## src/rtl/dram_sequencer_pkg.sv

```systemverilog
// ---------------------------------------------------------------------------
// dram_sequencer_pkg
// Shared definitions for the slot-3 DRAM sequencer: the one-hot FSM state
// encoding, the address-mux select codes and small width helpers.
// ---------------------------------------------------------------------------
package dram_sequencer_pkg;

    // One-hot so that each strobe decodes from a single state bit.
    typedef enum logic [5:0] {
        IDLE  = 6'b000001,
        C_RAS = 6'b000010,
        C_COL = 6'b000100,
        C_CAS = 6'b001000,
        R_RAS = 6'b010000,
        PRE   = 6'b100000
    } state_t;

    localparam logic [1:0] ADDR_SEL_ROW  = 2'd0;
    localparam logic [1:0] ADDR_SEL_COL  = 2'd1;
    localparam logic [1:0] ADDR_SEL_RFSH = 2'd2;

    // Bits needed to hold the values 0..max_val (at least one bit).
    function automatic int cnt_w(input int max_val);
        return (max_val < 2) ? 1 : $clog2(max_val + 1);
    endfunction

    function automatic int max3(input int a, input int b, input int c);
        int m;
        m = (a > b) ? a : b;
        return (m > c) ? m : c;
    endfunction

endpackage

```

## src/rtl/dram_sequencer_refresh.sv

```systemverilog
// ---------------------------------------------------------------------------
// refresh_scheduler
// Free-running refresh timer, saturating backlog of owed refreshes and the
// RAS-only refresh row counter.
//   clk           system clock
//   rst           synchronous reset, active high
//   take          sequencer is starting a refresh this cycle (enters R_RAS)
//   pending_any   at least one refresh is owed
//   pending_full  backlog is at its limit; refresh must preempt the CPU
//   refresh_row   row to present during the refresh
// ---------------------------------------------------------------------------
module refresh_scheduler
    import dram_sequencer_pkg::*;
#(
    parameter int ROW_W            = 7,
    parameter int REFRESH_INTERVAL = 64,
    parameter int MAX_PENDING      = 4,
    parameter int TRAS             = 4
) (
    input  logic             clk,
    input  logic             rst,
    input  logic             take,
    output logic             pending_any,
    output logic             pending_full,
    output logic [ROW_W-1:0] refresh_row
);

    localparam int TIMER_W  = cnt_w(REFRESH_INTERVAL - 1);
    localparam int PEND_W   = cnt_w(MAX_PENDING);
    localparam int ROWCNT_W = cnt_w(TRAS);

    logic [TIMER_W-1:0]  timer;
    logic [PEND_W-1:0]   pending;
    logic [ROWCNT_W-1:0] row_cnt;
    logic                wrap;

    assign wrap         = (timer == TIMER_W'(REFRESH_INTERVAL - 1));
    assign pending_any  = (pending != '0);
    assign pending_full = (pending == PEND_W'(MAX_PENDING));

    // NOTE: sequential state uses non-blocking assignments only, so every
    // register samples the pre-edge values of its neighbours.
    always_ff @(posedge clk) begin
        if (rst) begin
            timer       <= '0;
            pending     <= '0;
            row_cnt     <= '0;
            refresh_row <= '0;
        end else begin
            timer <= wrap ? '0 : timer + 1'b1;

            // A new request and a refresh start in the same cycle cancel.
            if (wrap && !take) begin
                if (!pending_full)
                    pending <= pending + 1'b1;
            end else if (take && !wrap) begin
                pending <= pending - 1'b1;
            end

            // The row must stay stable for the whole refresh, so it advances
            // on the edge that ends R_RAS: TRAS edges after the one taking it.
            if (take) begin
                row_cnt <= ROWCNT_W'(TRAS);
            end else if (row_cnt != '0) begin
                row_cnt <= row_cnt - 1'b1;
                if (row_cnt == ROWCNT_W'(1))
                    refresh_row <= refresh_row + 1'b1;
            end
        end
    end

endmodule

```

## src/rtl/dram_sequencer.sv

```systemverilog
// ---------------------------------------------------------------------------
// dram_sequencer
// RAS/CAS/WE sequencing for the 4164-class RAM behind slot 3. Arbitrates the
// array between Z80 accesses and RAS-only refresh; all strobes are registered
// decodes of the next FSM state.
//   clk, rst       system clock, synchronous active-high reset
//   nmreq          Z80 memory request (active low)
//   nsltsl3        slot 3 select (active low)
//   nrd, nwr       Z80 read / write strobes (active low)
//   nras, ncas     DRAM row / column strobes (active low)
//   nwe            DRAM write enable (active low)
//   addr_sel       address mux: 0 CPU row, 1 CPU column, 2 refresh row
//   refresh_row    row presented while addr_sel = 2
//   nwait          Z80 wait (active low)
// ---------------------------------------------------------------------------
module dram_sequencer
    import dram_sequencer_pkg::*;
#(
    parameter int ROW_W            = 7,
    parameter int REFRESH_INTERVAL = 64,
    parameter int MAX_PENDING      = 4,
    parameter int TRCD             = 2,
    parameter int TRAS             = 4,
    parameter int TRP              = 2
) (
    input  logic             clk,
    input  logic             rst,
    input  logic             nmreq,
    input  logic             nsltsl3,
    input  logic             nrd,
    input  logic             nwr,
    output logic             nras,
    output logic             ncas,
    output logic             nwe,
    output logic [1:0]       addr_sel,
    output logic [ROW_W-1:0] refresh_row,
    output logic             nwait
);

    localparam int PH_W = cnt_w(max3(TRCD, TRAS, TRP) - 1);

    state_t          state, next_state;
    logic [PH_W-1:0] phase;
    logic            served;
    logic            req, take;
    logic            pending_any, pending_full;
    logic            nras_d, ncas_d, nwe_d, nwait_d;
    logic [1:0]      addr_sel_d;

    // served blocks a second DRAM cycle inside one Z80 memory cycle.
    assign req  = !nmreq && !nsltsl3 && (!nrd || !nwr) && !served;
    assign take = (state == IDLE) && (next_state == R_RAS);

    refresh_scheduler #(
        .ROW_W            (ROW_W),
        .REFRESH_INTERVAL (REFRESH_INTERVAL),
        .MAX_PENDING      (MAX_PENDING),
        .TRAS             (TRAS)
    ) u_refresh (
        .clk          (clk),
        .rst          (rst),
        .take         (take),
        .pending_any  (pending_any),
        .pending_full (pending_full),
        .refresh_row  (refresh_row)
    );

    // NOTE: every signal written here gets a default first, so no path can
    // leave one unassigned and infer a latch.
    always_comb begin
        next_state = state;
        case (state)
            IDLE: begin
                if (pending_full)     next_state = R_RAS;
                else if (req)         next_state = C_RAS;
                else if (pending_any) next_state = R_RAS;
            end
            // nmreq rising before CAS is an aborted cycle: precharge, no CAS.
            C_RAS: begin
                if (nmreq)                           next_state = PRE;
                else if (phase == PH_W'(TRCD - 1))   next_state = C_COL;
            end
            C_COL:   next_state = nmreq ? PRE : C_CAS;
            C_CAS:   if (nmreq) next_state = PRE;
            R_RAS:   if (phase == PH_W'(TRAS - 1)) next_state = PRE;
            PRE:     if (phase == PH_W'(TRP - 1))  next_state = IDLE;
            default: next_state = IDLE;
        endcase

        nras_d     = 1'b1;
        ncas_d     = 1'b1;
        nwe_d      = 1'b1;
        addr_sel_d = ADDR_SEL_ROW;
        case (next_state)
            C_RAS: nras_d = 1'b0;
            C_COL: begin
                nras_d     = 1'b0;
                addr_sel_d = ADDR_SEL_COL;
            end
            C_CAS: begin
                nras_d     = 1'b0;
                ncas_d     = 1'b0;
                nwe_d      = nwr;
                addr_sel_d = ADDR_SEL_COL;
            end
            R_RAS: begin
                nras_d     = 1'b0;
                addr_sel_d = ADDR_SEL_RFSH;
            end
            default: ;
        endcase

        // Wait only a CPU that is being held off; the access already in
        // C_RAS/C_COL/C_CAS is never waited on.
        nwait_d = nwait;
        if (state == IDLE && next_state == C_RAS)
            nwait_d = 1'b1;
        else if (req && (state == R_RAS || state == PRE || take))
            nwait_d = 1'b0;
    end

    always_ff @(posedge clk) begin
        if (rst) begin
            state    <= IDLE;
            phase    <= '0;
            served   <= 1'b0;
            nras     <= 1'b1;
            ncas     <= 1'b1;
            nwe      <= 1'b1;
            addr_sel <= ADDR_SEL_ROW;
            nwait    <= 1'b1;
        end else begin
            state    <= next_state;
            phase    <= (next_state != state) ? '0 : phase + 1'b1;
            nras     <= nras_d;
            ncas     <= ncas_d;
            nwe      <= nwe_d;
            addr_sel <= addr_sel_d;
            nwait    <= nwait_d;
            if (nmreq)
                served <= 1'b0;
            else if (next_state == C_CAS && state != C_CAS)
                served <= 1'b1;
        end
    end

endmodule

```

## config.mk

```make
export PLATFORM = sky130hd
export DESIGN_NAME = dram_sequencer
export DESIGN_NICKNAME = d
export VERILOG_FILES = /design/src/rtl/dram_sequencer_pkg.sv /design/src/rtl/dram_sequencer_refresh.sv /design/src/rtl/dram_sequencer.sv
export SDC_FILE = /design/constraint.sdc
export NUM_CORES = 1
export LEC_CHECK = 0
export ABC_AREA = 1
export CAP_MARGIN = 30
export CORE_ASPECT_RATIO = 1.1
export CORE_MARGIN = 4
export CORE_UTILIZATION = 29
export DETAILED_ROUTE_END_ITERATION = 12
export SETUP_SLACK_MARGIN = 0.5
export SLEW_MARGIN = 20
export SYNTH_ARGS = -nofsm -noshare
export SYNTH_HDL_FRONTEND = slang
export SYNTH_SLANG_ARGS = --single-unit
```

## constraint.sdc

```tcl
create_clock -name clk -period 2.6 [get_ports clk]
set_input_delay 0.26 -clock clk [delete_from_list [all_inputs] [get_ports clk]]
set_output_delay 0.26 -clock clk [all_outputs]
set_load 0.01 [all_outputs]
```

# == Yosys cells after proc, flatten, opt, wreduce, memory -nomap -nowiden ==
# Cells that the tools add are included.
# word_totals
register_bits,34
output_inout_bits,13
wordCells,90
# classes
add_sub_neg,6
eq_ne,18
mux,18
bitwise_logic,2
reduce_logical,33
# ops
op,n
6-bit 2-to-1 mux,9
6-bit case mux with 6 select lines,1
3-bit 2-to-1 mux,5
2-bit OR reduction,7
"6-bit by 2-bit equality test with 1-bit output, second input constant",2
"6-bit by 3-bit equality test with 1-bit output, second input constant",2
"6-bit by 4-bit equality test with 1-bit output, second input constant",2
"6-bit by 5-bit equality test with 1-bit output, second input constant",2
"6-bit equality test, second input constant",2
1-bit logical AND,9
"7-bit by 1-bit adder with 7-bit output, second input constant",1
1-bit logical NOT,7
"6-bit by 1-bit adder with 6-bit output, second input constant",1
"6-bit by 1-bit equality test with 1-bit output, second input constant",1
"6-bit by 4-bit inequality test with 1-bit output, second input constant",1
6-bit inequality test,1
3-bit nonzero test,2
"3-bit by 1-bit subtractor with 3-bit output, second input constant",2
2-bit case mux with 2 select lines,1
2-bit nonzero test,2
4-bit OR reduction,1
"3-bit by 1-bit adder with 3-bit output, second input constant",1
"3-bit by 1-bit equality test with 1-bit output, second input constant",1
"3-bit equality test, second input constant",1
9 further kinds,13

# == Depth between registers and ports, before layout ==
# logic_depth
ltp_word,13
depth_mapped,12
mapped_depth_nobuf,12

# == Modules after synthesis ==
# A second synthesis with hierarchy kept.
# hier_totals
cells_unflattened,244
hier_area_um2,1773.0
# by_module_without_submodules
mod,n_inst,cells_each,area_each_um2,seq_area_each_um2
refresh_scheduler,1,130,984.7,380.4
dram_sequencer,1,114,788.3,300.3

# == Worst setup path after synthesis ==
# OpenSTA, ideal clock, no wires.
# synth_path
path_type,flip-flop to flip-flop
startpoint,reg u_refresh.timer[0]
endpoint,reg u_refresh.pending[2]
setup_time_ps,115
t_arrival_ps,1729
path_slack_ps,756
stages_incl_launch_ff,11
n_path_buf,0
cell_sequence,dfxtp_1 > ha_1 > nand2_1 > nor2_1 > nand2_1 > nor2_2 > nand2_4 > fa_1 > xor2_2 > a21oi_1 > nor2_1
# synth_between
elab_chain_cells,5
elab_cells_between_ends,8
# synth_rtl
element,line,rtl
"start, declared",dram_sequencer_refresh.sv:32,logic [TIMER_W-1:0] timer;
"start signal, assigned",dram_sequencer_refresh.sv:50,timer <= wrap ? '0 : timer + 1'b1;
6-bit equality test (*),dram_sequencer_refresh.sv:37,assign wrap = (timer == TIMER_W'(REFRESH_INTERVAL - 1));
1-bit logical NOT,dram_sequencer_refresh.sv:56,end else if (take && !wrap) begin
1-bit logical AND,dram_sequencer_refresh.sv:56,
2-bit nonzero test (no source line),n/a,
2-bit AND reduction (no source line),n/a,
"end signal, assigned",dram_sequencer_refresh.sv:55,pending <= pending + 1'b1;
"end signal, assigned",dram_sequencer_refresh.sv:57,pending <= pending - 1'b1;
"end, declared",dram_sequencer_refresh.sv:33,logic [PEND_W-1:0] pending;
# Every way passes the cells marked *; elsewhere a longest branch is shown, timed or not.
# A chain may end at the register's enable or synchronous reset.

# == Worst setup path after layout ==
# layout_path
startpoint,in nmreq
endpoint,reg u_refresh.pending[2]
# layout_between
elab_chain_cells,13
elab_cells_between_ends,19
# layout_rtl
element,line,rtl
"start, declared",dram_sequencer.sv:28,"input logic nmreq,"
1-bit logical NOT,dram_sequencer.sv:51,assign req = !nmreq && !nsltsl3 && (!nrd || !nwr) && !served;
1-bit logical AND (3 in a row),dram_sequencer.sv:51,
6-bit 2-to-1 mux,dram_sequencer.sv:75,else if (req) next_state = C_RAS;
6-bit 2-to-1 mux,dram_sequencer.sv:74,if (pending_full) next_state = R_RAS;
6-bit case mux with 6 select lines (*),dram_sequencer.sv:72,case (state)
6-bit by 5-bit equality test with 1-bit output (*),dram_sequencer.sv:52,assign take = (state == IDLE) && (next_state == R_RAS);
1-bit logical AND (*),dram_sequencer.sv:52,
1-bit logical NOT,dram_sequencer_refresh.sv:53,if (wrap && !take) begin
1-bit logical AND,dram_sequencer_refresh.sv:53,
2-bit inequality test (no source line) / 2-bit nonzero test (equally long branches),n/a,
2-bit AND reduction (no source line),n/a,
# Marks and branches as above.

==> metrics.csv <==
metric;value;unit
Worst VDD drop;0.246;mV
vias;1545;
FF-to-FF End;u_refresh.pending[2];
worst clock skew;0.00429;ns
Gate Count Post-Synth;241;
Worst-Margin Slew;0.417;ns
CTS root buf;clkbuf_8;
Sw Ratio;30.5;%
synthesized net count;256;
Reg2Reg Setup Slack;0.67;ns
initial antenna violation count;0;
Setup TNS;0;ns
Area Growth Syn to Fin;21.6;%
Lkg Pwr;0.894;nW
GRT Util Overall;10.8;%
Seq/Total Area, Yosys;38.1;%
die area;7470;µm²
I/O Buffers;18;
async set-reset flop share out of synthesis;0;%
core footprint;5880;µm²
worst hold slack;0.459;ns
Yosys reg bits;34;
crit-path max FO;8;
# placed instances;334;
clk sinks;34;
Fillers;633;
DR DRC count;0;
Routed WL per cell;10.7;µm
PwrDens;648;nW/µm²
RSZ-0062 raised after global routing;false;
row count;29;
Core Util, Final;36.9;%
Vias/cell;4.52;
TritonCTS Buffers;5;
crit end category;flop;
CP required;2.79;ns
Final Hold Violating Endpoints;0;
Reg power frac;42.7;%
Setup-failing EPs final;0;
register area;681;µm²
type of the worst setup path;primary input to flop;
Clk Latency, worst-skew pair;0.29;ns
drt total wl;3650;µm
Clock Power Share;35.3;%
drt pass-1 iters;4;
worst r2r src;u_refresh.timer[0];
die width;82.8;µm
placed inst area;2050;µm²
global-route wire length before repair;6220;µm
Hold Crit Start;phase[0];
Internal Power;0.977;mW
post-route insts no fill;342;
worst hold path type;flop to flop;
Comb power frac;22.0;%
Post-Syn Area;1780;µm²
synth unique cells;33;
Starting Density;30.4;%
Multi-input gate area;937;µm²
Initial DRC Count;68;
CTS Buffer Depth;2;
Final Cycle Share;74.6;%
Slew HR;72.2;%
worst reg2reg path depth;11;
WP data arrival;2.13;ns
Max Cap Viol;0;
nets;279;
Worst Hold End;phase[0];
Critical Path Start Type;primary input;
status;finished clean;
Ys Warns;0;
top_reg_cell synth;dfxtp_1;
H-tree depth;2;
Avg Cell Area, Syn;7.40;µm²
Antenna Diode Count;0;
crit path time final;1.94;ns
GR Overflow Total;0;
Fmax;0.515;GHz
Clk pin slew, worst setup/hold paths;0.07;ns
number of flops mapped to enable cells by yosys;0;
DRT antenna net count;0;
fraction of layout cells with a size suffix above 1;9.43;%
cts hold-fix bufs;0;
Ports;19;
largest net degree at the start of global routing;16;
vias in the first global route;1424;
GPL Wtd Cong;0.868;
CTS tree;built;
Finished Cell Area;2170;µm²
Die Ht;90.3;µm
Slew Limit Fails;0;
HPWL Detailed;2780;µm
Worst Hold Depth;1;
NetSw;0.428;mW
## power groups by stage
stage | combinational, mW | clock [mW] | sequential (mW)
after floorplan | 0.238 | 0 | 0.611
after CTS | 0.313 | 0.513 | 0.600
final | 0.309 | 0.497 | 0.600
after global placement | 0.306 | 0 | 0.610
after global routing | 0.364 | 0.536 | 0.605
after detailed placement | 0.310 | 0 | 0.611
## cells by family after synthesis
| family | count (synthesis) | synth area share, % |
|---|---|---|
| flip-flops | 34 | 38.1 |
| AND/OR/NAND/NOR | 117 | 33.1 |
| XOR/XNOR | 4 | 2.38 |
| buffers and inverters | 44 | 9.75 |
| adder cells (fa/ha/maj) | 9 | 6.73 |
| AO/OA/AOI/OAI | 33 | 9.89 |
## cell usage after synthesis (2+ instances only)
library cell,instances,area (µm²)
o21ai_0,15,75.1
inv_1,40,150
nand3_1,23,115
nor2_2,3,18.8
ha_1,8,100
o21ai_1,2,10.0
nor3b_1,3,22.5
nand4_1,3,18.8
dfxtp_1,34,681
nor2_4,3,33.8
nor2_1,39,146
xor2_1,3,26.3
a21oi_1,12,60.1
nand2_1,27,101
nor3_1,8,40.0
## worst max-delay path: stages
cell and delay [ns]:
clkdlybuf4s50_1 0.51, nor2_2 0.16, nand4_2 0.16, nand3_4 0.17, nand2_4 0.09, fa_1 0.41
xor2_2 0.19, nand3_1 0.08, nand2_1 0.06, nor2_1 0.04
## sequential cells by signal (all words and copies together), names as in the netlist
name                   count
addr_sel                   2
ncas                       1
nras                       1
nwe                        1
nwait                      1
u_refresh.row_cnt          3
phase                      2
state                      6
served                     1
u_refresh.refresh_row      7
u_refresh.timer            6
u_refresh.pending          3
## cell type report
cell class	instances	area share [%]
inverter	41	7.09
sequential	34	31.4
clock buffer	5	3.17
tap	77	4.44
clock inverter	3	2.08
timing repair buffer	19	8.65
multi-input combinational	163	43.2
## per-stage QoR
| stage | setup WS, ns | power [mW] |
|---|---|---|
| detailed placement | 0.365 | 0.922 |
| floorplan | 0.756 | 0.849 |
| global placement | 0.405 | 0.917 |
| global route | 0.527 | 1.51 |
| CTS | 0.593 | 1.43 |
| finish | 0.660 | 1.41 |
## worst max-delay path by stage
| stage | cells after the start | startpoint | slack, ns | end |
|---|---|---|---|---|
| CTS | 11 | u_refresh.timer[0] | 0.59 | u_refresh.pending[2] |
| global route | 11 | u_refresh.timer[0] | 0.53 | u_refresh.pending[2] |
| finish | 10 | nmreq | 0.66 | u_refresh.pending[2] |
| global placement | 9 | nmreq | 0.40 | u_refresh.pending[2] |
| floorplan | 10 | u_refresh.timer[0] | 0.76 | u_refresh.pending[2] |
| detailed placement | 10 | nmreq | 0.36 | u_refresh.pending[2] |
## per-layer routing
layer / up-vias / share of wire [%] / routed length [µm] / track usage (%)
met2: 33 / 46 / 1670 / 16.7
li1: 817 / - / - / -
met1: 690 / 47 / 1720 / 13.7
met4: 0 / 2.1 / 76 / 4.50
met5: - / 0 / 0 / 0
met3: 5 / 5.0 / 181 / 3.09
## layout by cell type, fill, tap and decap left out, types with 4 or more instances in the layout
cell type,n
nor3_1,8
inv_1,40
dfxtp_1,34
ha_1,8
o21ai_0,15
a21oi_1,12
nor2_1,38
nand2_1,27
nor2_4,4
clkbuf_8,5
clkdlybuf4s50_1,18
nand3_1,23
## what timing repair did
action | CTS | global route
gates resized for setup | 0 | 2
setup buffers | 0 | 0
endpoints found under the hold margin | 0 | 0
setup endpoints to repair | 0 | 1
No activity file was read; power rests on OpenSTA's default activity.
